## src/rtl/uart_pkg.sv

```systemverilog
// Shared types and helpers for the parametrised UART receiver.
package uart_pkg;

    localparam int unsigned PAR_NONE = 0;
    localparam int unsigned PAR_ODD  = 1;
    localparam int unsigned PAR_EVEN = 2;

    typedef enum logic [2:0] {
        IDLE,
        START,
        DATA,
        PARITY,
        STOP,
        BRK_WAIT
    } rx_state_t;

    // Per-word status carried through the FIFO alongside the payload.
    typedef struct packed {
        logic brk;
        logic frame_err;
        logic parity_err;
    } rx_flags_t;

    // Rounded clocks per oversample tick, never below 1.
    function automatic int unsigned baud_div(input int unsigned clk,
                                             input int unsigned baud,
                                             input int unsigned os);
        int unsigned den;
        int unsigned q;
        den = baud * os;
        if (den == 0) return 1;
        q = (clk + den / 2) / den;
        return (q == 0) ? 1 : q;
    endfunction

endpackage

```

## src/rtl/uart_rx_core_if.sv

```systemverilog
// Received-word stream from the UART receiver to its consumer.
interface uart_rx_core_if #(
    parameter int unsigned DATA_BITS = 8
);
    logic [DATA_BITS-1:0] rx_data;
    logic                 rx_valid;
    logic                 rx_ready;
    logic                 parity_err;
    logic                 frame_err;
    logic                 break_det;
    logic                 overrun;
    logic                 busy;

    modport master (
        output rx_data, rx_valid, parity_err, frame_err, break_det, overrun, busy,
        input  rx_ready
    );

    modport slave (
        input  rx_data, rx_valid, parity_err, frame_err, break_det, overrun, busy,
        output rx_ready
    );
endinterface

```

## src/rtl/sync_fifo.sv

```systemverilog
// Small synchronous FIFO; a pop in the same cycle lets a push into a full FIFO.
module sync_fifo #(
    parameter int unsigned WIDTH = 8,
    parameter int unsigned DEPTH = 4
) (
    input  logic             clk,
    input  logic             rst,
    input  logic             push,
    input  logic [WIDTH-1:0] din,
    input  logic             pop,
    output logic [WIDTH-1:0] dout,
    output logic             full,
    output logic             empty
);
    localparam int unsigned AW = (DEPTH > 1) ? $clog2(DEPTH) : 1;
    localparam int unsigned CW = AW + 1;

    logic [WIDTH-1:0] mem [DEPTH];
    logic [AW-1:0]    wr_ptr;
    logic [AW-1:0]    rd_ptr;
    logic [CW-1:0]    count;
    logic             do_push;
    logic             do_pop;

    assign empty   = (count == '0);
    assign full    = (count == CW'(DEPTH));
    assign do_pop  = pop && !empty;
    assign do_push = push && (!full || do_pop);
    assign dout    = mem[rd_ptr];

    always_ff @(posedge clk or posedge rst) begin
        if (rst) begin
            wr_ptr <= '0;
            rd_ptr <= '0;
            count  <= '0;
            for (int unsigned i = 0; i < DEPTH; i++) mem[i] <= '0;
        end else begin
            if (do_push) begin
                mem[wr_ptr] <= din;
                wr_ptr      <= wr_ptr + AW'(1);
            end
            if (do_pop) rd_ptr <= rd_ptr + AW'(1);
            case ({do_push, do_pop})
                2'b10:   count <= count + CW'(1);
                2'b01:   count <= count - CW'(1);
                default: ;
            endcase
        end
    end
endmodule

```

## src/rtl/uart_rx_core.sv

```systemverilog
// Parametrised UART receiver: sync, oversample tick, 3-sample vote, frame FSM,
// and a word FIFO feeding a valid/ready stream.
module uart_rx_core
    import uart_pkg::*;
#(
    parameter int unsigned CLK_FREQ    = 100_000_000,
    parameter int unsigned BAUD_RATE   = 9_600,
    parameter int unsigned OVERSAMPLE  = 16,
    parameter int unsigned DATA_BITS   = 8,
    parameter int unsigned PARITY_MODE = 0,
    parameter int unsigned STOP_BITS   = 1,
    parameter int unsigned FIFO_DEPTH  = 4
) (
    input  logic           clk,
    input  logic           rst,
    input  logic           rxd,
    uart_rx_core_if.master rx
);
    localparam int unsigned DIV   = baud_div(CLK_FREQ, BAUD_RATE, OVERSAMPLE);
    localparam int unsigned CNT_W = (DIV > 1) ? $clog2(DIV) : 1;
    localparam int unsigned S_W   = $clog2(OVERSAMPLE);
    localparam int unsigned B_W   = $clog2(DATA_BITS + 1);
    localparam int unsigned M     = OVERSAMPLE / 2;
    localparam int unsigned W_W   = DATA_BITS + 3;

    rx_state_t            state;
    logic                 sync1;
    logic                 sync2;
    logic                 rxd_prev;
    logic [CNT_W-1:0]     tick_cnt;
    logic [S_W-1:0]       s_cnt;
    logic [B_W-1:0]       bit_cnt;
    logic [DATA_BITS-1:0] data;
    logic                 samp_a;
    logic                 samp_b;
    logic                 par_bit;
    logic                 par_err;
    logic                 stop_zero;
    logic                 stop_one;
    logic                 busy_q;
    logic                 overrun_q;

    logic                 tick_c;
    logic                 start_edge_c;
    logic                 vote_c;
    logic                 vote_pt_c;
    logic                 bit_end_c;
    logic                 exp_par_c;
    logic                 last_stop_c;
    logic                 stop_one_c;
    logic                 brk_c;
    logic                 push_c;
    logic                 pop_c;
    rx_flags_t            flags_c;
    rx_flags_t            head_flags;
    logic [W_W-1:0]       fifo_dout;
    logic                 fifo_full;
    logic                 fifo_empty;

    // Two-flop synchroniser plus one delayed copy for falling-edge detection.
    always_ff @(posedge clk or posedge rst) begin
        if (rst) begin
            sync1    <= 1'b1;
            sync2    <= 1'b1;
            rxd_prev <= 1'b1;
        end else begin
            sync1    <= rxd;
            sync2    <= sync1;
            rxd_prev <= sync2;
        end
    end

    assign start_edge_c = (state == IDLE) && !sync2 && rxd_prev;
    assign tick_c       = (tick_cnt == CNT_W'(DIV - 1));

    // Tick divider, re-phased on every detected start edge.
    always_ff @(posedge clk or posedge rst) begin
        if (rst)                         tick_cnt <= '0;
        else if (start_edge_c || tick_c) tick_cnt <= '0;
        else                             tick_cnt <= tick_cnt + CNT_W'(1);
    end

    assign vote_c      = (samp_a & samp_b) | (samp_a & sync2) | (samp_b & sync2);
    assign vote_pt_c   = tick_c && (s_cnt == S_W'(M + 1));
    assign bit_end_c   = tick_c && (s_cnt == S_W'(OVERSAMPLE - 1));
    assign exp_par_c   = (PARITY_MODE == PAR_ODD) ? ~(^data) : (^data);
    assign last_stop_c = (bit_cnt == B_W'(STOP_BITS - 1));
    assign stop_one_c  = stop_one | vote_c;
    assign brk_c       = (data == '0) && !par_bit && !stop_one_c;
    assign push_c      = (state == STOP) && vote_pt_c && last_stop_c;

    assign flags_c.brk        = brk_c;
    assign flags_c.frame_err  = stop_zero | ~vote_c;
    assign flags_c.parity_err = par_err;

    always_ff @(posedge clk or posedge rst) begin
        if (rst) begin
            state     <= IDLE;
            s_cnt     <= '0;
            bit_cnt   <= '0;
            data      <= '0;
            samp_a    <= 1'b1;
            samp_b    <= 1'b1;
            par_bit   <= 1'b0;
            par_err   <= 1'b0;
            stop_zero <= 1'b0;
            stop_one  <= 1'b0;
            busy_q    <= 1'b0;
        end else begin
            if (tick_c && (s_cnt == S_W'(M - 1))) samp_a <= sync2;
            if (tick_c && (s_cnt == S_W'(M)))     samp_b <= sync2;
            case (state)
                IDLE: begin
                    s_cnt     <= '0;
                    bit_cnt   <= '0;
                    par_bit   <= 1'b0;
                    par_err   <= 1'b0;
                    stop_zero <= 1'b0;
                    stop_one  <= 1'b0;
                    if (start_edge_c) begin
                        state  <= START;
                        busy_q <= 1'b1;
                    end
                end
                START: if (tick_c) begin
                    s_cnt <= s_cnt + S_W'(1);
                    if (vote_pt_c && vote_c) begin
                        state  <= IDLE;
                        busy_q <= 1'b0;
                    end else if (bit_end_c) begin
                        state <= DATA;
                        s_cnt <= '0;
                    end
                end
                DATA: if (tick_c) begin
                    s_cnt <= s_cnt + S_W'(1);
                    if (vote_pt_c) data <= {vote_c, data[DATA_BITS-1:1]};
                    if (bit_end_c) begin
                        s_cnt   <= '0;
                        bit_cnt <= bit_cnt + B_W'(1);
                        if (bit_cnt == B_W'(DATA_BITS - 1)) begin
                            bit_cnt <= '0;
                            state   <= (PARITY_MODE != PAR_NONE) ? PARITY : STOP;
                        end
                    end
                end
                PARITY: if (tick_c) begin
                    s_cnt <= s_cnt + S_W'(1);
                    if (vote_pt_c) begin
                        par_bit <= vote_c;
                        par_err <= (vote_c != exp_par_c);
                    end
                    if (bit_end_c) begin
                        s_cnt <= '0;
                        state <= STOP;
                    end
                end
                STOP: if (tick_c) begin
                    s_cnt <= s_cnt + S_W'(1);
                    // Last stop vote ends the frame early so a back-to-back start is caught.
                    if (vote_pt_c && last_stop_c) begin
                        state   <= brk_c ? BRK_WAIT : IDLE;
                        busy_q  <= brk_c;
                        s_cnt   <= '0;
                        bit_cnt <= '0;
                    end else begin
                        if (vote_pt_c) begin
                            stop_zero <= stop_zero | ~vote_c;
                            stop_one  <= stop_one_c;
                        end
                        if (bit_end_c) begin
                            s_cnt   <= '0;
                            bit_cnt <= bit_cnt + B_W'(1);
                        end
                    end
                end
                BRK_WAIT: if (sync2) begin
                    state  <= IDLE;
                    busy_q <= 1'b0;
                end
                default: begin
                    state  <= IDLE;
                    busy_q <= 1'b0;
                end
            endcase
        end
    end

    assign pop_c = rx.rx_valid && rx.rx_ready;

    // A push into a full FIFO without a same-cycle pop is lost.
    always_ff @(posedge clk or posedge rst) begin
        if (rst) overrun_q <= 1'b0;
        else     overrun_q <= push_c && fifo_full && !pop_c;
    end

    sync_fifo #(
        .WIDTH (W_W),
        .DEPTH (FIFO_DEPTH)
    ) u_fifo (
        .clk   (clk),
        .rst   (rst),
        .push  (push_c),
        .din   ({flags_c, data}),
        .pop   (pop_c),
        .dout  (fifo_dout),
        .full  (fifo_full),
        .empty (fifo_empty)
    );

    assign head_flags    = fifo_dout[W_W-1 -: 3];
    assign rx.rx_data    = fifo_dout[DATA_BITS-1:0];
    assign rx.rx_valid   = !fifo_empty;
    assign rx.parity_err = head_flags.parity_err;
    assign rx.frame_err  = head_flags.frame_err;
    assign rx.break_det  = head_flags.brk;
    assign rx.overrun    = overrun_q;
    assign rx.busy       = busy_q;
endmodule
```

## src/flat_wrapper.sv

```systemverilog
// flat-port wrapper written by rule: the top's interface ports become plain ports
module uart_rx_core_flat import uart_pkg::*;
#(
    parameter int unsigned CLK_FREQ    = 100_000_000,
    parameter int unsigned BAUD_RATE   = 9_600,
    parameter int unsigned OVERSAMPLE  = 16,
    parameter int unsigned DATA_BITS   = 8,
    parameter int unsigned PARITY_MODE = 0,
    parameter int unsigned STOP_BITS   = 1,
    parameter int unsigned FIFO_DEPTH  = 4
)
  (clk, rst, rxd, rx_rx_data, rx_rx_valid, rx_parity_err, rx_frame_err, rx_break_det, rx_overrun, rx_busy, rx_rx_ready);
  uart_rx_core_if #(.DATA_BITS(DATA_BITS)) rx_i ();
  input  logic clk;
  input  logic rst;
  input  logic rxd;
  output wire logic [$bits(rx_i.rx_data)-1:0] rx_rx_data;
  output wire logic [$bits(rx_i.rx_valid)-1:0] rx_rx_valid;
  output wire logic [$bits(rx_i.parity_err)-1:0] rx_parity_err;
  output wire logic [$bits(rx_i.frame_err)-1:0] rx_frame_err;
  output wire logic [$bits(rx_i.break_det)-1:0] rx_break_det;
  output wire logic [$bits(rx_i.overrun)-1:0] rx_overrun;
  output wire logic [$bits(rx_i.busy)-1:0] rx_busy;
  input wire logic [$bits(rx_i.rx_ready)-1:0] rx_rx_ready;
  assign rx_rx_data = rx_i.rx_data;
  assign rx_rx_valid = rx_i.rx_valid;
  assign rx_parity_err = rx_i.parity_err;
  assign rx_frame_err = rx_i.frame_err;
  assign rx_break_det = rx_i.break_det;
  assign rx_overrun = rx_i.overrun;
  assign rx_busy = rx_i.busy;
  assign rx_i.rx_ready = rx_rx_ready;
  uart_rx_core #(.CLK_FREQ(CLK_FREQ), .BAUD_RATE(BAUD_RATE), .OVERSAMPLE(OVERSAMPLE), .DATA_BITS(DATA_BITS), .PARITY_MODE(PARITY_MODE), .STOP_BITS(STOP_BITS), .FIFO_DEPTH(FIFO_DEPTH)) u_core (.clk(clk), .rst(rst), .rxd(rxd), .rx(rx_i));
endmodule
```

## config.mk

```make
export PLATFORM = sky130hd
export DESIGN_NAME = uart_rx_core_flat
export DESIGN_NICKNAME = d
export VERILOG_FILES = /design/src/rtl/uart_pkg.sv /design/src/rtl/uart_rx_core_if.sv /design/src/rtl/sync_fifo.sv /design/src/rtl/uart_rx_core.sv /design/src/flat_wrapper.sv
export SDC_FILE = /design/constraint.sdc
export NUM_CORES = 1
export LEC_CHECK = 0
export CELL_PAD_IN_SITES_DETAIL_PLACEMENT = 1
export CELL_PAD_IN_SITES_GLOBAL_PLACEMENT = 1
export CORE_UTILIZATION = 25
export CTS_BUF_LIST = sky130_fd_sc_hd__clkbuf_8
export CTS_CLUSTER_SIZE = 14
export DETAILED_ROUTE_END_ITERATION = 12
export GPL_TIMING_DRIVEN = 0
export HOLD_SLACK_MARGIN = 0.05
export PLACE_DENSITY = 0.48
export RECOVER_POWER = 100
export SYNTH_ARGS = -nofsm -noshare
export SYNTH_HDL_FRONTEND = slang
export SYNTH_SLANG_ARGS = --single-unit
```

## constraint.sdc

```tcl
create_clock -name clk -period 4.5 [get_ports clk]
set_input_delay 0.675 -clock clk [delete_from_list [all_inputs] [get_ports clk]]
set_output_delay 0.675 -clock clk [all_outputs]
set_load 0.02 [all_outputs]
```

==> metrics.cfg <==
[cts]
cts_buffer_depth = 2
cts_tree = built
cts_inserted_buffers = 9
insertion_delay_ns = 0.39
path_clk_slew_ns = 0.09
clock-sinks = 91
cts_hold_buf = 0
htreeDepth = 3
postCtsSetupRepairBufs = 0
post_cts_resized = 0
root_buffer = clkbuf_8

[drt]
route.detailed.drc = 0
vias = 2989
wl_mm = 10.4
initialDrtViolationCount = 112
drt_first_pass_iters = 4
final_antenna_net_count = 0
wl_per_cell_um = 16.1
via_per_inst = 4.65

[layout]
diodes = 0
fill_cells = 1991
nNetsFinal = 429
drive_gt1_share_pct = 21.7
layout_common_cells = dfrtp_1 (86), mux2_2 (48), nand2_1 (28)
area_growth_pct = 12.5
final_common_cell = dfrtp_1

[sta]
finalHoldViolations = 0
fmax_mhz = 279
relSlewSlack_pct = -14.7
fin_tns_setup_ns = 0
skew_ns = 0.0167
post-route-period-util_pct = 79.5
rsz0062_at_grt = no
hold-worst-slack_ns = 0.371
setup_viol = 0
slew_viol_final = 68
min_period_ns = 3.58
worst_pin_slew_ns = 1.72

[die]
initial_utilization_pct = 25.6
dieArea_sq_um = 18900
die_x_um = 138
core_area_sq_um = 18000
die-height_um = 138
io_pins = 18
num_rows = 49

[critical_path]
max_stage_delay_ns = 0.75
rrSetupSlack_ns = 1.43
crit_required_ns = 3.83
crit_path_max_fanout = 10
r2r_end = u_core.state[1]
rr_startpoint = u_core.tick_cnt[0]
cpLargestDelayFamily = buffers and inverters
critical_path_class = flop to primary output
crit_arrival_ns = 2.90
cp.buffers_inverters = 2
cp_slowest_cell = clkbuf_1
start_kind = flop
cp_cell_sequence = clkbuf_1 -> mux4_2 -> dlygate4sd3_1
end_kind = primary output
cp.depth = 3
r2r_cells = 7

[yosys]
synthesis.area_sq_um = 4590
yosys-top-cells-area = dfrtp_1 (47%), mux2_2 (12%), mux4_2 (5.4%)
yosysWarnings = 0
netlist_instances = 380
ys_seq_area_share_pct = 49.7
synth_seq_cells = 91
synthFlopType = dfrtp_1
synth_nets = 400
synth_edf_count = 0
synth_top_area_share_pct = 46.9
synth_cell_type_count = 66
synth_top_area_cell = dfrtp_1
syn_area_per_cell_sq_um = 12.1
async_reset_ff_share_pct = 100

[global_routing]
grt_usage_pct = 12.5
antenna_found_initial = 0
grt_pass1_wl_mm = 17.6
grt_pass1_vias = 3288
overflow = 0
grt_max_degree = 68

[pwr]
ir_drop_mv = 0.116
p_total_mw = 2.10
p_leak_nw = 2.30
p_per_area_nw_per_um2 = 406

[outcome]
status = finished with violations
violations = max-capacitance violations, max-slew violations

[worst_hold_path]
hold_depth = 0
min_path_type = flop to flop
hold_end = u_core.sync2
hp-start = u_core.sync1

[placement]
gp_congestion = 0.753
io_buffer_count = 17
dpl.hpwl_mm = 7.39

[job]
drv_cap = 1

-- worst register-to-register path: stages (launching register included) --
cell      delay [ns]
dfrtp_1         0.44
inv_1           0.08
ha_1            0.15
nand4b_1        0.26
nor3_1          1.00
o211ai_1        0.29
a211oi_1        0.38
mux2_1          0.36
-- power breakdown --
part | internal, mW | leakage [nW] | switching, mW
combinational | 0.241 | 0.987 | 0.353
clock | 0.221 | 0.0933 | 0.313
sequential | 0.893 | 1.22 | 0.0791
-- kinds of logic after synthesis --
| kind of cell | after synthesis | synth area share, % |
|---|---|---|
| muxes | 61 | 17.6 |
| and+or+nand+nor | 104 | 13.5 |
| adders and majority gates | 17 | 4.74 |
| xor gates and xnor gates | 19 | 3.62 |
| AOI/OAI and AO/OA | 50 | 7.38 |
| buffers and inverters | 38 | 3.40 |
| DFF | 91 | 49.7 |
-- state kept, by name, indices dropped and copies added (netlist names) --
register              cells
u_core.bit_cnt            4
u_core.samp_b             1
u_core.tick_cnt          10
u_core.sync2              1
u_core.s_cnt              4
u_core.par_err            1
u_core.u_fifo.wr_ptr      2
u_core.par_bit            1
u_core.data               8
u_core.state              3
u_core.u_fifo.rd_ptr      2
u_core.samp_a             1
u_core.u_fifo.count       3
u_core.stop_zero          1
u_core.rx.busy            1
u_core.rx.overrun         1
u_core.sync1              1
u_core.stop_one           1
u_core.u_fifo.mem        44
u_core.rxd_prev           1
-- metrics by stage --
step | setup slack [ns] | utilization, % | cells | instance area (sq um)
after floorplan | 1.47 | - | 380 | 4590
after global placement | -0.169 | 28.1 | 626 | 5050
after detailed placement | 1.37 | 28.3 | 627 | 5080
after CTS | 0.936 | 29.3 | 643 | 5270
after global routing | 0.729 | 28.8 | 643 | 5170
final | 0.921 | 28.8 | 643 | 5170
-- per-layer routing --
metal / routed length, um / part of all wire [%] / GRT usage (%) / vias up
met5: 0 / 0 / 0 / -
met4: 133 / 1.3 / 4.21 / 0
met3: 301 / 2.9 / 3.50 / 9
met2: 5150 / 50 / 20.8 / 35
met1: 4790 / 46 / 15.5 / 1538
li1: - / - / - / 1407
-- synth_stat cells (2+ instances only) --
cell and number:
a21o_1 3, a21oi_1 8, a22o_1 2, a31o_2 2, a31oi_1 2, and2_1 4
and3_1 4, buf_1 4, buf_2 5, clkbuf_1 3, dfrtp_1 86, dfstp_2 5
ha_1 15, inv_1 24, mux2_2 48, mux4_2 11, nand2_1 28, nand2b_1 4
nand3_1 7, nand4_1 3, nand4b_1 2, nor2_1 20, nor3_1 3, nor3b_1 4
nor4_4 2, nor4b_1 2, o211ai_1 4, o21ai_0 15, o21bai_1 2, o2bb2ai_1 2
or2_2 2, or3_1 3, xnor2_1 14, xor2_1 5
-- cell type report --
| class | count | area [sq um] | share of cell area (%) |
|---|---|---|---|
| well taps | 229 | 287 | 5.54 |
| multi-input cells | 251 | 2090 | 40.4 |
| flip-flops and latches | 91 | 2280 | 44.2 |
| inverters | 25 | 95.1 | 1.84 |
| repair buffers | 18 | 175 | 3.39 |
| plain buffers | 13 | 56.3 | 1.09 |
| clock buffers | 10 | 138 | 2.66 |
| clock inverters | 6 | 47.5 | 0.920 |
-- how the worst max path moves through the flow --
stage | start | to | slack [ns]
floorplan | rst | u_core.bit_cnt[0] | 1.47
finish | u_core.u_fifo.rd_ptr[0] | rx_parity_err | 0.92
CTS | u_core.u_fifo.rd_ptr[0] | rx_frame_err | 0.94
global route | u_core.u_fifo.rd_ptr[0] | rx_parity_err | 0.73
detailed placement | u_core.u_fifo.rd_ptr[0] | rx_frame_err | 1.37
global placement | rst | u_core.u_fifo.mem[12] | -0.17
No activity file was read; power rests on OpenSTA's default activity.
